$ cat src/rtl/baby_vga_scan_gen.sv
// baby_vga_scan_gen: raster scan-timing generator for the baby VGA peripheral.
// Produces 32x16 framebuffer cell coordinates, active-low sync pulses, a
// blanking flag, a frame-start strobe and a sticky interrupt request.
// Optional build macro: BABY_VGA_ROW_IRQ_EN (adds a per-row interrupt set event).
module baby_vga_scan_gen #(
  parameter int unsigned CELL_W  = 50,
  parameter int unsigned CELL_H  = 30,
  parameter int unsigned H_FRONT = 41,
  parameter int unsigned H_SYNC  = 244,
  parameter int unsigned H_BACK  = 149,
  parameter int unsigned V_FRONT = 10,
  parameter int unsigned V_SYNC  = 2,
  parameter int unsigned V_BACK  = 33
) (
  input  logic       clk,
  input  logic       rst,
  input  logic       cli,
  output logic [4:0] x_pos,
  output logic [3:0] y_pos,
  output logic       hsync,
  output logic       vsync,
  output logic       blank,
  output logic       frame_start,
  output logic       interrupt
);

  localparam int unsigned H_ACTIVE = 32 * CELL_W;
  localparam int unsigned H_TOTAL  = H_ACTIVE + H_FRONT + H_SYNC + H_BACK;
  localparam int unsigned V_ACTIVE = 16 * CELL_H;
  localparam int unsigned V_TOTAL  = V_ACTIVE + V_FRONT + V_SYNC + V_BACK;

  localparam logic [10:0] H_ACT_C    = 11'(H_ACTIVE);
  localparam logic [10:0] H_LAST_C   = 11'(H_TOTAL - 1);
  localparam logic [10:0] HS_START_C = 11'(H_ACTIVE + H_FRONT);
  localparam logic [10:0] HS_END_C   = 11'(H_ACTIVE + H_FRONT + H_SYNC);
  localparam logic [9:0]  V_ACT_C    = 10'(V_ACTIVE);
  localparam logic [9:0]  V_LAST_C   = 10'(V_TOTAL - 1);
  localparam logic [9:0]  VS_START_C = 10'(V_ACTIVE + V_FRONT);
  localparam logic [9:0]  VS_END_C   = 10'(V_ACTIVE + V_FRONT + V_SYNC);
  localparam logic [5:0]  COL_LAST_C = 6'(CELL_W - 1);
  localparam logic [4:0]  ROW_LAST_C = 5'(CELL_H - 1);

  logic [10:0] h_cnt_q, h_cnt_d;
  logic [9:0]  v_cnt_q, v_cnt_d;
  logic [5:0]  col_sub_q, col_sub_d;
  logic [4:0]  row_sub_q, row_sub_d;
  logic [4:0]  x_pos_q, x_pos_d;
  logic [3:0]  y_pos_q, y_pos_d;
  logic        hsync_q, hsync_d;
  logic        vsync_q, vsync_d;
  logic        blank_q, blank_d;
  logic        frame_start_q, frame_start_d;
  logic        irq_q, irq_d;
  logic        run_q, run_d;
  logic        line_end, frame_end;
  logic        vblank_set, irq_set;

  // Counter advance. The first edge after reset parks the raster at (0,0)
  // rather than advancing, so that cycle carries the frame-start strobe.
  always_comb begin
    h_cnt_d   = h_cnt_q;
    v_cnt_d   = v_cnt_q;
    col_sub_d = col_sub_q;
    row_sub_d = row_sub_q;
    x_pos_d   = x_pos_q;
    y_pos_d   = y_pos_q;
    run_d     = 1'b1;
    line_end  = (h_cnt_q == H_LAST_C);
    frame_end = line_end && (v_cnt_q == V_LAST_C);
    if (!run_q) begin
      h_cnt_d   = '0;
      v_cnt_d   = '0;
      col_sub_d = '0;
      row_sub_d = '0;
      x_pos_d   = '0;
      y_pos_d   = '0;
    end else begin
      h_cnt_d = line_end ? '0 : h_cnt_q + 11'd1;
      if (line_end) begin
        v_cnt_d = frame_end ? '0 : v_cnt_q + 10'd1;
      end
      if (line_end) begin
        col_sub_d = '0;
        x_pos_d   = '0;
      end else if (h_cnt_d < H_ACT_C) begin
        if (col_sub_q == COL_LAST_C) begin
          col_sub_d = '0;
          if (x_pos_q != 5'd31) x_pos_d = x_pos_q + 5'd1;
        end else begin
          col_sub_d = col_sub_q + 6'd1;
        end
      end
      if (frame_end) begin
        row_sub_d = '0;
        y_pos_d   = '0;
      end else if (line_end && (v_cnt_d < V_ACT_C)) begin
        if (row_sub_q == ROW_LAST_C) begin
          row_sub_d = '0;
          if (y_pos_q != 4'd15) y_pos_d = y_pos_q + 4'd1;
        end else begin
          row_sub_d = row_sub_q + 5'd1;
        end
      end
    end
  end

  // Interrupt set events: entry into vertical blanking, plus optional row wraps.
  always_comb begin
    vblank_set = run_q && line_end && (v_cnt_d == V_ACT_C);
`ifdef BABY_VGA_ROW_IRQ_EN
    irq_set = vblank_set ||
              (run_q && line_end && !frame_end && (v_cnt_d < V_ACT_C) &&
               (row_sub_q == ROW_LAST_C));
`else
    irq_set = vblank_set;
`endif
  end

  // Output decode from next-state counters, so registered outputs line up
  // with the counter values held in the same cycle.
  always_comb begin
    hsync_d       = !((h_cnt_d >= HS_START_C) && (h_cnt_d < HS_END_C));
    vsync_d       = !((v_cnt_d >= VS_START_C) && (v_cnt_d < VS_END_C));
    blank_d       = (h_cnt_d >= H_ACT_C) || (v_cnt_d >= V_ACT_C);
    frame_start_d = (h_cnt_d == '0) && (v_cnt_d == '0);
    irq_d         = irq_set || (irq_q && !cli);
  end

  // State register with synchronous active-high reset.
  always_ff @(posedge clk) begin
    if (rst) begin
      h_cnt_q       <= '0;
      v_cnt_q       <= '0;
      col_sub_q     <= '0;
      row_sub_q     <= '0;
      x_pos_q       <= '0;
      y_pos_q       <= '0;
      hsync_q       <= 1'b1;
      vsync_q       <= 1'b1;
      blank_q       <= 1'b0;
      frame_start_q <= 1'b0;
      irq_q         <= 1'b0;
      run_q         <= 1'b0;
    end else begin
      h_cnt_q       <= h_cnt_d;
      v_cnt_q       <= v_cnt_d;
      col_sub_q     <= col_sub_d;
      row_sub_q     <= row_sub_d;
      x_pos_q       <= x_pos_d;
      y_pos_q       <= y_pos_d;
      hsync_q       <= hsync_d;
      vsync_q       <= vsync_d;
      blank_q       <= blank_d;
      frame_start_q <= frame_start_d;
      irq_q         <= irq_d;
      run_q         <= run_d;
    end
  end

  assign x_pos       = x_pos_q;
  assign y_pos       = y_pos_q;
  assign hsync       = hsync_q;
  assign vsync       = vsync_q;
  assign blank       = blank_q;
  assign frame_start = frame_start_q;
  assign interrupt   = irq_q;

endmodule

$ cat config.mk
export PLATFORM = sky130hd
export DESIGN_NAME = baby_vga_scan_gen
export DESIGN_NICKNAME = d
export VERILOG_FILES = /design/src/rtl/baby_vga_scan_gen.sv
export SDC_FILE = /design/constraint.sdc
export NUM_CORES = 1
export LEC_CHECK = 0
export CAP_MARGIN = 30
export CORE_MARGIN = 2
export CORE_UTILIZATION = 32
export CTS_CLUSTER_SIZE = 24
export DETAILED_ROUTE_END_ITERATION = 7
export SYNTH_ARGS = -nofsm -noshare
export SYNTH_HDL_FRONTEND = slang
export SYNTH_SLANG_ARGS = --single-unit
$ cat constraint.sdc
create_clock -name clk -period 3.4 [get_ports clk]
set_input_delay 0.34 -clock clk [delete_from_list [all_inputs] [get_ports clk]]
set_output_delay 0.34 -clock clk [all_outputs]
set_load 0.02 [all_outputs]
# Word level (Yosys, flattened, before mapping)
# Index checks and enable logic that the tools add are counted.
# classes
n_mul,0
n_eq_ne,7
n_div,0
addsub,6
mux,9
bitwise,1
shifts,0
n_reduce_logical,19
n_lt_le_gt_ge,8
# ops
operator,count
$mux 10,4
$ge 11x11->1 const B,2
$lt 11x11->1 const B,2
$mux 11,2
$ge 10x9->1 const B,2
$lt 10x9->1 const B,2
$add 11x1->11 const B,1
$eq 11x11->1 const B,1
$logic_not 11->1,1
$add 10x1->10 const B,1
$add 5x1->5 const B,2
$eq 10x10->1 const B,1
$eq 10x9->1 const B,1
$logic_not 10->1,1
$logic_and 1x1->1,8
$add 6x1->6 const B,1
$eq 6x6->1 const B,1
$mux 6,1
$reduce_and 3->1,2
$reduce_or 3->1,2
$eq 5x5->1 const B,1
$mux 5,1
$ne 5x5->1 const B,1
$add 4x1->4 const B,1
5 further kinds,8
# word_totals
latchBits,0
regBits,47
inputBits,3
rom_bits,0
output_inout_bits,14
mem_count,0
elab_cells,62
ram_bits,0

# Longest topological paths before layout
# depth
word_depth,9
mapped_depth,11
depth_no_buf,9

# Worst setup path after synthesis
# Ideal clock, no wire load.
# synth_timing
path_kind,flip-flop to flip-flop
start,register h_cnt_q[0]
end,register row_sub_q[1]
setup_slack_ns,0.779
required_time_ns,3.313
arrival_time_ns,2.534
n_path_buf,2
stages_incl_launch_ff,11
period_less_slack_ns,2.621
setup_ns,0.087
cell_sequence,dfxtp_1 > ha_1 > nand4bb_1 > buf_2 > or4_4 > o211ai_2 > a221oi_4 > or3_1 > buf_2 > or4_1 > o31ai_1
# synth_via
elab_chain_len,7
elab_cells_between_ends,8
classes_between,order compare (1); eq/ne (1); mux (3); reduce/logical (3)
# synth_rtl
element,line_no,rtl
from (decl),43,"logic [10:0] h_cnt_q, h_cnt_d;"
from (signal assigned),145,h_cnt_q <= h_cnt_d;
$eq 11x11->1 *,68,line_end = (h_cnt_q == H_LAST_C);
$logic_and 1x1->1,69,frame_end = line_end && (v_cnt_q == V_LAST_C);
$mux 10,80,v_cnt_d = frame_end ? '0 : v_cnt_q + 10'd1;
$mux 10,79,if (line_end) begin
$mux 10,70,if (!run_q) begin
$lt 10x9->1,96,end else if (line_end && (v_cnt_d < V_ACT_C)) begin
$logic_and 1x1->1,96,
to (signal assigned),148,row_sub_q <= row_sub_d;
to (decl),46,"logic [4:0] row_sub_q, row_sub_d;"
# Mark *: on every way between the ends. The rest lies on a longest branch, timed or not. The select of a mux whose other input is x is not followed.
# A chain may end at the register's enable or synchronous reset.

# Worst setup path after layout
# layout_timing
start,register h_cnt_q[0]
end,register x_pos_q[3] (netlist: x_pos[3])
# layout_via
elab_chain_len,4
elab_cells_between_ends,6
classes_between,add/sub (1); order compare (1); eq/ne (1); mux (1); reduce/logical (2)
# layout_rtl
element,line_no,rtl
$add 11x1->11 or $eq 11x11->1 (tied branches),"78, 68",
$mux 11,78,h_cnt_d = line_end ? '0 : h_cnt_q + 11'd1;
$lt 11x11->1,85,end else if (h_cnt_d < H_ACT_C) begin
$reduce_and 3->1 (no source line),--,
to (signal assigned),149,x_pos_q <= x_pos_d;
to (decl),47,"logic [4:0] x_pos_q, x_pos_d;"
# Parallel ways exist; a longest one is shown, timed or not.

==> results.md <==
* Status: completed
* Pleak at 0.00103 uW
* Post-synth top cells: dfxtp_1 (47), nor2_1 (43), nand2_1 (24), nand3_1 (20), nor3_1 (18)
* Crit start category: flop
* Most numerous cell in the Yosys netlist: dfxtp_1
* CTS tree: done
* Final Max Tran Viols at 0
* CTS Buffer Depth at 2
* Postcts setup bufs at 0
* Largest net degree at the start of global routing at 14
* Core ar. at between 0.008 and 0.009 mm2
* Final min period at 3.01 ns
* Initial antenna violation count at 0
* Drt via density at 5.19
* Synth unique cells at 58
* DIE WIDTH at 94.9 um
* Htree depth at 2
* WP data arrival at approximately 3.2 ns
* Sw Pwr at 213 uW
* Final Cycle Share at 0.885
* Die area at about 0.009 mm2
* Setup violations, final at 0
* Synth Warn # at 0
* Worst hold slack at 0.465 ns
* Global-route wire length before repair at 10400 um
* Req. time, crit path at about 3.6 ns
* Starting Density at 0.327
* Area Overhead vs Synth at 12.5%
* RD Place Congestion at 0.874
* Flop pwr share at 0.595
* Reg clk slew, reported paths at 0.09 ns
* # diodes at 0
* Total track usage at 0.141
* Comb power frac at 0.035
* Gr ovfl total at 0
* Post-CTS sizing at 0
* Clock root cell: clkbuf_8
* Largest stage delay, worst path at around 0.57 ns
* Yosys reg bits at 47
* Row count at 33
* CP bufs+invs at 0
* Hold buffer count at CTS at 0
* IO Port Bufs at 16
* FMAX at 332 MHz
* Post-synth EDFFs at 0
* Antenna viol nets, final at 0
* P_int at 726 uW
* Drt wl/cell at 13.0 um
* Critical-path top delay cell: nor3_1
* Total CTS buffers at 5
* Clock Sinks at 47
* Vias in the first global route at 2174
* Slew HR at 0.548
* Fin. Hold Viols at 0
* Fraction of registers with async set or reset after synthesis at 0
* Post-synthesis sequential area ratio at 0.356
* First DRT Iteration DRCs at 119
* Routed via count at approximately 2300
* Crit Path Category: flop to flop
* Mean Syn Cell Area at 8.08 um2
* Final nets at 351
* CP Max Fanout at 8
* Delay-heaviest family, CP: simple AND/OR/NAND/NOR gates
* Final WL at 5750 um
* Syn Nets at 341
* Max-cap viol count at 0
* Latest clock arrival within the worst-skew pair at 0.30 ns
* # DRC at 0
* Layout cells sized above 1 at 0.0801
* Top FF cell, synth: dfxtp_1
* Proportion of netlist area held by the largest area contributor at 0.356
* Setup TNS at 0 ns
* Critical Path End Type: flop
* Post-Synthesis Cells at approximately 330
* RSZ-0062 raised after global routing: no
* Detailed Routing Iterations Pass 1 at 4
* # IOs at 17
* Worst path cell trace: ha_1, nand4bb_1, o21ba_2, o31a_1, nor3_1, o21ai_0, or3_1, a21oi_1
* Post-DP HPWL at 4100 um
* Worst Tran Pin Value at ~0.67 ns
* Clock skew at 0.00656 ns
* Chip height at 94.9 um
* Mapped Area at 0.00264 mm2
* Hold WC Path Type: flop to flop
* Synth area leaders: dfxtp_1 (36%), nor2_1 (6.1%), ha_1 (5.2%), xnor2_1 (4.0%), nand3_1 (3.8%)
* Pwr dens at 316 mW/mm2
* Worst ir drop on vdd at 0.152 mV
* Clk pwr share at 0.370
* Largest area contributor in the netlist: dfxtp_1
* Switching share of total power at 0.227
## flip-flops by register name (all words and copies together) (netlist names), 4 cells and up
signal / flops
h_cnt_q: 11
v_cnt_q: 10
row_sub_q: 5
y_pos: 4
col_sub_q: 6
x_pos: 5
## worst min-delay path: stages, from the launching register on
cell and delay, ns:
dfxtp_1 0.33, nand2_1 0.05, o21ai_0 0.06
## power groups by stage
stage	combinational, uW	sequential (uW)	clock, uW
after floorplan	20.4	570	0
after global placement	32.9	571	0
after detailed placement	32.7	572	0
after CTS	32.9	559	359
after global routing	36.7	560	386
final	32.5	559	348
## cell families after synthesis
family                     share of synthesized area
muxes                                         0.0118
buffers and inverters                         0.0483
adders and majority gates                     0.0521
and+or+nand+nor                                0.307
AOI/OAI and AO/OA                              0.166
xor gates and xnor gates                      0.0596
DFF                                            0.356
## final cells by class
type                       instances  area [um2]
fill                             858        5120
multi-input combinational        251        1580
sequential                        47         941
timing repair buffer              21         198
tap                              105         131
clock buffer                       6        82.6
inverter                          11        41.3
clock inverter                     1        5.00
## cell usage in the layout, fill, tap and decap left out, types with 9 or more instances in the layout
cell             synthesis  layout
xnor2_1                 12      12
clkdlybuf4s50_1          0      16
or3_1                    9       9
nand3_1                 20      20
inv_1                   11      11
a21oi_1                 16      16
o21ai_0                 14      14
dfxtp_1                 47      47
nor3_1                  18      18
nand2_1                 24      24
nor2_1                  43      43
ha_1                    11      11
## routing by layer
layer | wire length (um) | up-vias | track usage
met1 | 2970 | 1071 | 0.193
li1 | - | 1190 | -
met3 | 148 | 5 | 0.0263
met5 | 0 | - | 0
met2 | 2580 | 30 | 0.232
met4 | 49 | 0 | 0.0290
## stage by stage
| step | worst slack [ns] | cells | instance area [um2] | util | power [uW] |
|---|---|---|---|---|---|
| 3_5_place_dp | 0.447 | 435 | 2890 | 0.357 | 604 |
| 6_report | 0.392 | 442 | 2970 | 0.368 | 939 |
| 4_1_cts | 0.395 | 442 | 2970 | 0.368 | 951 |
| 5_1_grt | 0.0930 | 442 | 2970 | 0.368 | 982 |
| 3_3_place_gp | 0.528 | 435 | 2890 | 0.357 | 604 |
| 2_1_floorplan | 0.779 | 327 | 2640 | - | 591 |
## final timing paths
| path | start | cells past startpoint | endpoint | slack, ns |
|---|---|---|---|---|
| setup reg to reg | h_cnt_q[0] | 8 | x_pos[3] | 0.39 |
| hold / removal | interrupt | 2 | interrupt | 0.47 |
| setup / recovery | h_cnt_q[0] | 8 | x_pos[3] | 0.39 |
| hold reg to reg | interrupt | 2 | interrupt | 0.47 |
Note: power is estimated with default switching activity, not from simulation.
